## src/rtl/addsub_rr_arbiter_if.sv

```systemverilog
// Requester-side bundle for addsub_rr_arbiter: two request/response channels.
// The r0_ovf/r1_ovf signals exist only when ADDSUB_ARB_OVF_EN is defined.
interface addsub_rr_arbiter_if #(parameter int DATA_W = 4);
  logic              r0_valid, r0_ready, r0_mode, r0_rvalid, r0_rready, r0_cout;
  logic [DATA_W-1:0] r0_a, r0_b, r0_result;
  logic              r1_valid, r1_ready, r1_mode, r1_rvalid, r1_rready, r1_cout;
  logic [DATA_W-1:0] r1_a, r1_b, r1_result;
`ifdef ADDSUB_ARB_OVF_EN
  logic              r0_ovf, r1_ovf;
`endif

  modport master (
    output r0_valid, r0_a, r0_b, r0_mode, r0_rready,
    output r1_valid, r1_a, r1_b, r1_mode, r1_rready,
    input  r0_ready, r0_rvalid, r0_result, r0_cout,
    input  r1_ready, r1_rvalid, r1_result, r1_cout
`ifdef ADDSUB_ARB_OVF_EN
    , input r0_ovf, r1_ovf
`endif
  );

  modport slave (
    input  r0_valid, r0_a, r0_b, r0_mode, r0_rready,
    input  r1_valid, r1_a, r1_b, r1_mode, r1_rready,
    output r0_ready, r0_rvalid, r0_result, r0_cout,
    output r1_ready, r1_rvalid, r1_result, r1_cout
`ifdef ADDSUB_ARB_OVF_EN
    , output r0_ovf, r1_ovf
`endif
  );
endinterface

```

## src/rtl/addsub_rr_arbiter.sv

```systemverilog
// Round-robin sequencer sharing one 4-bit add/sub unit between r0 and r1.
// Define ADDSUB_ARB_OVF_EN to add registered signed-overflow outputs.
module addsub_unit (
  input  logic [3:0] a,
  input  logic [3:0] b,
  input  logic       mode,
  output logic [3:0] sum,
  output logic       cout
`ifdef ADDSUB_ARB_OVF_EN
  , output logic     ovf
`endif
);
  logic [3:0] bx;
  assign bx          = mode ? ~b : b;
  assign {cout, sum} = {1'b0, a} + {1'b0, bx} + {4'd0, mode};
`ifdef ADDSUB_ARB_OVF_EN
  assign ovf = (a[3] == bx[3]) && (sum[3] != a[3]);
`endif
endmodule

module addsub_rr_arbiter #(
  parameter int DATA_W   = 4,
  parameter int INIT_PRI = 0
) (
  input  logic             clk,
  input  logic             rst,
  addsub_rr_arbiter_if.slave bus,
  output logic             busy
);
  typedef enum logic [1:0] {IDLE, EXEC, RESP} state_t;

  state_t            state, state_nxt;
  logic              pri, gnt, sel, accept, done;
  logic [DATA_W-1:0] a_q, b_q, sum, res0, res1;
  logic              mode_q, co, cout0, cout1;
`ifdef ADDSUB_ARB_OVF_EN
  logic              ov, ovf0, ovf1;
`endif

  // On contention pri breaks the tie; otherwise the lone requester wins.
  assign sel = (bus.r0_valid & bus.r1_valid) ? pri : bus.r1_valid;

  always_ff @(posedge clk) begin
    if (rst) state <= IDLE;
    else     state <= state_nxt;
  end

  always_comb begin
    state_nxt = state;
    accept    = 1'b0;
    done      = 1'b0;
    case (state)
      IDLE: if (bus.r0_valid | bus.r1_valid) begin
        accept    = 1'b1;
        state_nxt = EXEC;
      end
      EXEC: state_nxt = RESP;
      RESP: if (gnt ? bus.r1_rready : bus.r0_rready) begin
        done      = 1'b1;
        state_nxt = IDLE;
      end
      default: state_nxt = IDLE;
    endcase
  end

  assign bus.r0_ready  = accept & ~rst & ~sel;
  assign bus.r1_ready  = accept & ~rst &  sel;
  assign bus.r0_rvalid = (state == RESP) & ~gnt;
  assign bus.r1_rvalid = (state == RESP) &  gnt;
  assign busy          = (state != IDLE);

  addsub_unit u_alu (
    .a(a_q), .b(b_q), .mode(mode_q), .sum(sum), .cout(co)
`ifdef ADDSUB_ARB_OVF_EN
    , .ovf(ov)
`endif
  );

  always_ff @(posedge clk) begin
    if (rst) begin
      pri    <= 1'(INIT_PRI);
      gnt    <= 1'b0;
      a_q    <= '0;
      b_q    <= '0;
      mode_q <= 1'b0;
      res0   <= '0;
      res1   <= '0;
      cout0  <= 1'b0;
      cout1  <= 1'b0;
`ifdef ADDSUB_ARB_OVF_EN
      ovf0   <= 1'b0;
      ovf1   <= 1'b0;
`endif
    end else begin
      if (accept) begin
        gnt    <= sel;
        a_q    <= sel ? bus.r1_a    : bus.r0_a;
        b_q    <= sel ? bus.r1_b    : bus.r0_b;
        mode_q <= sel ? bus.r1_mode : bus.r0_mode;
      end
      if (state == EXEC) begin
        if (gnt) begin
          res1  <= sum;
          cout1 <= co;
`ifdef ADDSUB_ARB_OVF_EN
          ovf1  <= ov;
`endif
        end else begin
          res0  <= sum;
          cout0 <= co;
`ifdef ADDSUB_ARB_OVF_EN
          ovf0  <= ov;
`endif
        end
      end
      // Priority rotates only when a result is consumed.
      if (done) pri <= ~gnt;
    end
  end

  assign bus.r0_result = res0;
  assign bus.r1_result = res1;
  assign bus.r0_cout   = cout0;
  assign bus.r1_cout   = cout1;
`ifdef ADDSUB_ARB_OVF_EN
  assign bus.r0_ovf    = ovf0;
  assign bus.r1_ovf    = ovf1;
`endif
endmodule
```

## src/flat_wrapper.sv

```systemverilog
// flat-port wrapper written by rule: the top's interface ports become plain ports
module addsub_rr_arbiter_flat 
#(
  parameter int DATA_W   = 4,
  parameter int INIT_PRI = 0
)
  (clk, rst, busy, bus_r0_valid, bus_r0_a, bus_r0_b, bus_r0_mode, bus_r0_rready, bus_r1_valid, bus_r1_a, bus_r1_b, bus_r1_mode, bus_r1_rready, bus_r0_ready, bus_r0_rvalid, bus_r0_result, bus_r0_cout, bus_r1_ready, bus_r1_rvalid, bus_r1_result, bus_r1_cout);
  addsub_rr_arbiter_if #(.DATA_W(DATA_W)) bus_i ();
  input  logic clk;
  input  logic rst;
  output logic busy;
  input wire logic [$bits(bus_i.r0_valid)-1:0] bus_r0_valid;
  input wire logic [$bits(bus_i.r0_a)-1:0] bus_r0_a;
  input wire logic [$bits(bus_i.r0_b)-1:0] bus_r0_b;
  input wire logic [$bits(bus_i.r0_mode)-1:0] bus_r0_mode;
  input wire logic [$bits(bus_i.r0_rready)-1:0] bus_r0_rready;
  input wire logic [$bits(bus_i.r1_valid)-1:0] bus_r1_valid;
  input wire logic [$bits(bus_i.r1_a)-1:0] bus_r1_a;
  input wire logic [$bits(bus_i.r1_b)-1:0] bus_r1_b;
  input wire logic [$bits(bus_i.r1_mode)-1:0] bus_r1_mode;
  input wire logic [$bits(bus_i.r1_rready)-1:0] bus_r1_rready;
  output wire logic [$bits(bus_i.r0_ready)-1:0] bus_r0_ready;
  output wire logic [$bits(bus_i.r0_rvalid)-1:0] bus_r0_rvalid;
  output wire logic [$bits(bus_i.r0_result)-1:0] bus_r0_result;
  output wire logic [$bits(bus_i.r0_cout)-1:0] bus_r0_cout;
  output wire logic [$bits(bus_i.r1_ready)-1:0] bus_r1_ready;
  output wire logic [$bits(bus_i.r1_rvalid)-1:0] bus_r1_rvalid;
  output wire logic [$bits(bus_i.r1_result)-1:0] bus_r1_result;
  output wire logic [$bits(bus_i.r1_cout)-1:0] bus_r1_cout;
  assign bus_i.r0_valid = bus_r0_valid;
  assign bus_i.r0_a = bus_r0_a;
  assign bus_i.r0_b = bus_r0_b;
  assign bus_i.r0_mode = bus_r0_mode;
  assign bus_i.r0_rready = bus_r0_rready;
  assign bus_i.r1_valid = bus_r1_valid;
  assign bus_i.r1_a = bus_r1_a;
  assign bus_i.r1_b = bus_r1_b;
  assign bus_i.r1_mode = bus_r1_mode;
  assign bus_i.r1_rready = bus_r1_rready;
  assign bus_r0_ready = bus_i.r0_ready;
  assign bus_r0_rvalid = bus_i.r0_rvalid;
  assign bus_r0_result = bus_i.r0_result;
  assign bus_r0_cout = bus_i.r0_cout;
  assign bus_r1_ready = bus_i.r1_ready;
  assign bus_r1_rvalid = bus_i.r1_rvalid;
  assign bus_r1_result = bus_i.r1_result;
  assign bus_r1_cout = bus_i.r1_cout;
  addsub_rr_arbiter #(.DATA_W(DATA_W), .INIT_PRI(INIT_PRI)) u_core (.clk(clk), .rst(rst), .bus(bus_i), .busy(busy));
endmodule
```

## config.mk

```make
export PLATFORM = sky130hd
export DESIGN_NAME = addsub_rr_arbiter_flat
export DESIGN_NICKNAME = d
export VERILOG_FILES = /design/src/rtl/addsub_rr_arbiter_if.sv /design/src/rtl/addsub_rr_arbiter.sv /design/src/flat_wrapper.sv
export SDC_FILE = /design/constraint.sdc
export NUM_CORES = 1
export LEC_CHECK = 0
export BUFFER_PORTS_ARGS = -buffer_cell sky130_fd_sc_hd__buf_2
export CORE_MARGIN = 2
export CORE_UTILIZATION = 54
export CTS_CLUSTER_SIZE = 12
export DETAILED_ROUTE_END_ITERATION = 10
export GPL_TIMING_DRIVEN = 1
export PLACE_DENSITY = 0.84
export REMOVE_ABC_BUFFERS = 1
export SYNTH_ARGS = -nofsm -noshare
export SYNTH_HDL_FRONTEND = slang
export SYNTH_SLANG_ARGS = --single-unit
```

## constraint.sdc

```tcl
create_clock -name clk -period 3.6 [get_ports clk]
set_input_delay 0.72 -clock clk [delete_from_list [all_inputs] [get_ports clk]]
set_output_delay 0.72 -clock clk [all_outputs]
set_load 0.05 [all_outputs]
```

==> impl_metrics.toml <==
[global_routing]
grt_overflow = 0
antenna_found_initial = 0
grt_max_degree = 28
grt_pass1_wl_mm = 4.15
grt_util_all_layers = 0.198
grt_pass1_vias = 995

[timing]
slew_headroom = 0.533
clock-skew-final_ns = 0.00138
setup-violations-final = 0
rsz0062_at_grt = "false"
tns_ns = 0
tightestPinTransition_ns = 0.698
slew_violations = 0
fin_crit_ns = 2.69
hold_viol = 0
layout_setup_ws_ns = 0.911
fin_crit_sh = 0.747
timing.fmax_mhz = 372

[cells_and_area]
diodes = 0
final_nets = 203
fillers = 193
finish.utilization = 0.663
instances_no_fill = 202
drive_above_1_share = 0.287
syn2layout_area_growth_pct = 16.6
fin_area_um2 = 1450

[clock_tree]
cts_sinks = 23
postCtsSetupRepairBufs = 0
holdBufCountCts = 0
cts-resized-gates = 0
htree_num_levels = 1
cts_max_path_buffers = 2
cts-root-buf = "clkbuf_4"
cts_tree = "yes"
path_clk_slew_ns = 0.12
numCtsBuffers = 3
clk-insertion-delay-late_ns = 0.30

[min_path]
hold_start = "u_core.pri"
hold_path_end = "u_core.pri"
hp-class = "reg -> reg"
hold_depth = 2

[power_and_ir_drop]
max-vdd-ir-drop_uv = 294
power_density_nw_per_um2 = 449
cellLeakagePower_nw = 0.605

[setup_path]
crit_arrival_ns = 1.97
critical_path.endpoint_type = "output port"
cp.required_ns = 2.88
path_cells = "nor2_1 -> inv_2 -> nor4_1 -> buf_2"
timing.reg2reg.setup_slack_ns = 1.76
rr_endpoint = "u_core.bus.r1_cout"
r2r_cells = 6
rr_startpoint = "u_core.mode_q"
cp_max_fo = 11
cp_slowest_cell = "nor2_1"
max_stage_delay_ns = 0.57
crit_path_start_kind = "flip-flop"
critical_path_class = "reg -> out"

[placed_design]
dpl.hpwl_mm = 1.96
dp_slack_ns = 1.14
place_congestion = 0.827
dp.cells = 198
place_area_um2 = 1430
portBuffers = 38

[floorplanning]
rows = 17
initial_core_util = 0.569
core_um2 = 2190
die_area_um2 = 2710
io_pins = 39
die_y_um = 52.0
die_w_um = 52.0

[logic_synthesis]
ys_warn_count = 0
ys_types = 34
ys_ff_latch = 23
synth.cell_area_um2 = 1250
ys_async_sr_fraction = 0
synth_common_cells = "dfxtp_1, a21oi_1, nor2_1"
seq_area_frac_synth = 0.369
synth_largest_area_cell = "dfxtp_1"
synthFlopType = "dfxtp_1"
yosys.cell_count.top_type = "dfxtp_1"
synth_top_area_frac = 0.369
synth_area_per_cell_um2 = 8.71
synth_edf_count = 0
synth_area_leaders = "dfxtp_1, a311oi_1, nand3b_1"
synthCells = 143

[routing]
routed_wl_mm = 2.54
vias = 1144
drtIter0Drc = 34
via_per_inst = 5.66
wl_per_cell_um = 12.6
dr.pass1.iters = 4
drc_errors = 0
detail-route-antenna-nets = 0

[flow_run]
cap_violations = 0

[status]
outcome = "completed"
-- stage by stage --
stage / total power, mW / hold WS [ns]
floorplan: 0.478 / 0.444
global placement: 0.529 / 0.465
detailed placement: 0.540 / 0.480
CTS: 0.655 / 0.493
global route: 0.690 / 0.543
finish: 0.653 / 0.488
-- layout make-up --
type,instances,area [µm²],share of cell area
flip-flops and latches,23,460,0.317
clock inverters,1,5.00,0.00345
inverters,5,18.8,0.0129
multi-input cells,103,713,0.491
repair buffers,39,198,0.136
well taps,28,35.0,0.0241
clock buffers,3,22.5,0.0155
-- where the power goes --
part           internal (mW)  switching [mW]
Clock                 0.0415          0.0759
Combinational         0.0863           0.144
Sequential             0.281          0.0235
-- per-layer routing --
metal | share of wire | global-route usage | vias to the layer above | routed length (µm)
met5 | 0 | 0 | - | 0
met4 | 0.0075 | 0.0482 | 0 | 19
met3 | 0.051 | 0.0287 | 2 | 130
met2 | 0.48 | 0.359 | 37 | 1210
met1 | 0.46 | 0.242 | 517 | 1180
li1 | - | - | 588 | -
-- cells by family (layout without fill, tap and decap cells) --
group	count (synthesis)	count (layout)	synth area share
AOI/OAI and AO/OA	45	45	0.238
and+or+nand+nor	45	45	0.221
DFF	23	23	0.369
buffers and inverters	17	48	0.0582
xor gates and xnor gates	5	5	0.0351
adders and majority gates	4	4	0.0462
muxes	4	4	0.0321
-- how the worst max path moves through the flow --
| stage | slack [ns] | depth (start not counted) | to | start |
|---|---|---|---|---|
| 6_report | 0.91 | 4 | bus_r1_ready | u_core.state[1] |
| 5_1_grt | 0.69 | 4 | bus_r1_ready | u_core.state[1] |
| 3_5_place_dp | 1.14 | 5 | bus_r0_ready | bus_r1_valid |
| 4_1_cts | 0.92 | 4 | bus_r1_ready | u_core.state[1] |
| 2_1_floorplan | 0.28 | 3 | bus_r1_ready | u_core.state[1] |
| 3_3_place_gp | 1.18 | 5 | bus_r0_ready | bus_r1_valid |
-- sequential cells by signal, indices dropped and copies added, names as in the netlist --
signal,flops
u_core.bus.r0_cout,1
u_core.bus.r1_result,4
u_core.gnt,1
u_core.pri,1
u_core.a_q,4
u_core.bus.r1_cout,1
u_core.bus.r0_result,4
u_core.mode_q,1
u_core.b_q,4
u_core.state,2
-- layout by cell type (no fill, tap or decap), drive strengths merged, types with 4 or more instances in the layout --
| master | netlist | final |
|---|---|---|
| inv | 5 | 5 |
| mux2i | 4 | 4 |
| dfxtp | 23 | 23 |
| a21oi | 13 | 13 |
| a211oi | 4 | 4 |
| a311oi | 11 | 11 |
| nand3b | 11 | 11 |
| buf | 4 | 39 |
| nand2 | 5 | 5 |
| o21ai | 11 | 11 |
| nor2 | 14 | 14 |
-- worst max-delay path: cells and delay by family, from the launching register on --
kind,cells,cell delay (ns)
and+or+nand+nor,2,0.81
buffers and inverters,2,0.43
DFF,1,0.41
(Power assumes the default switching activity.)
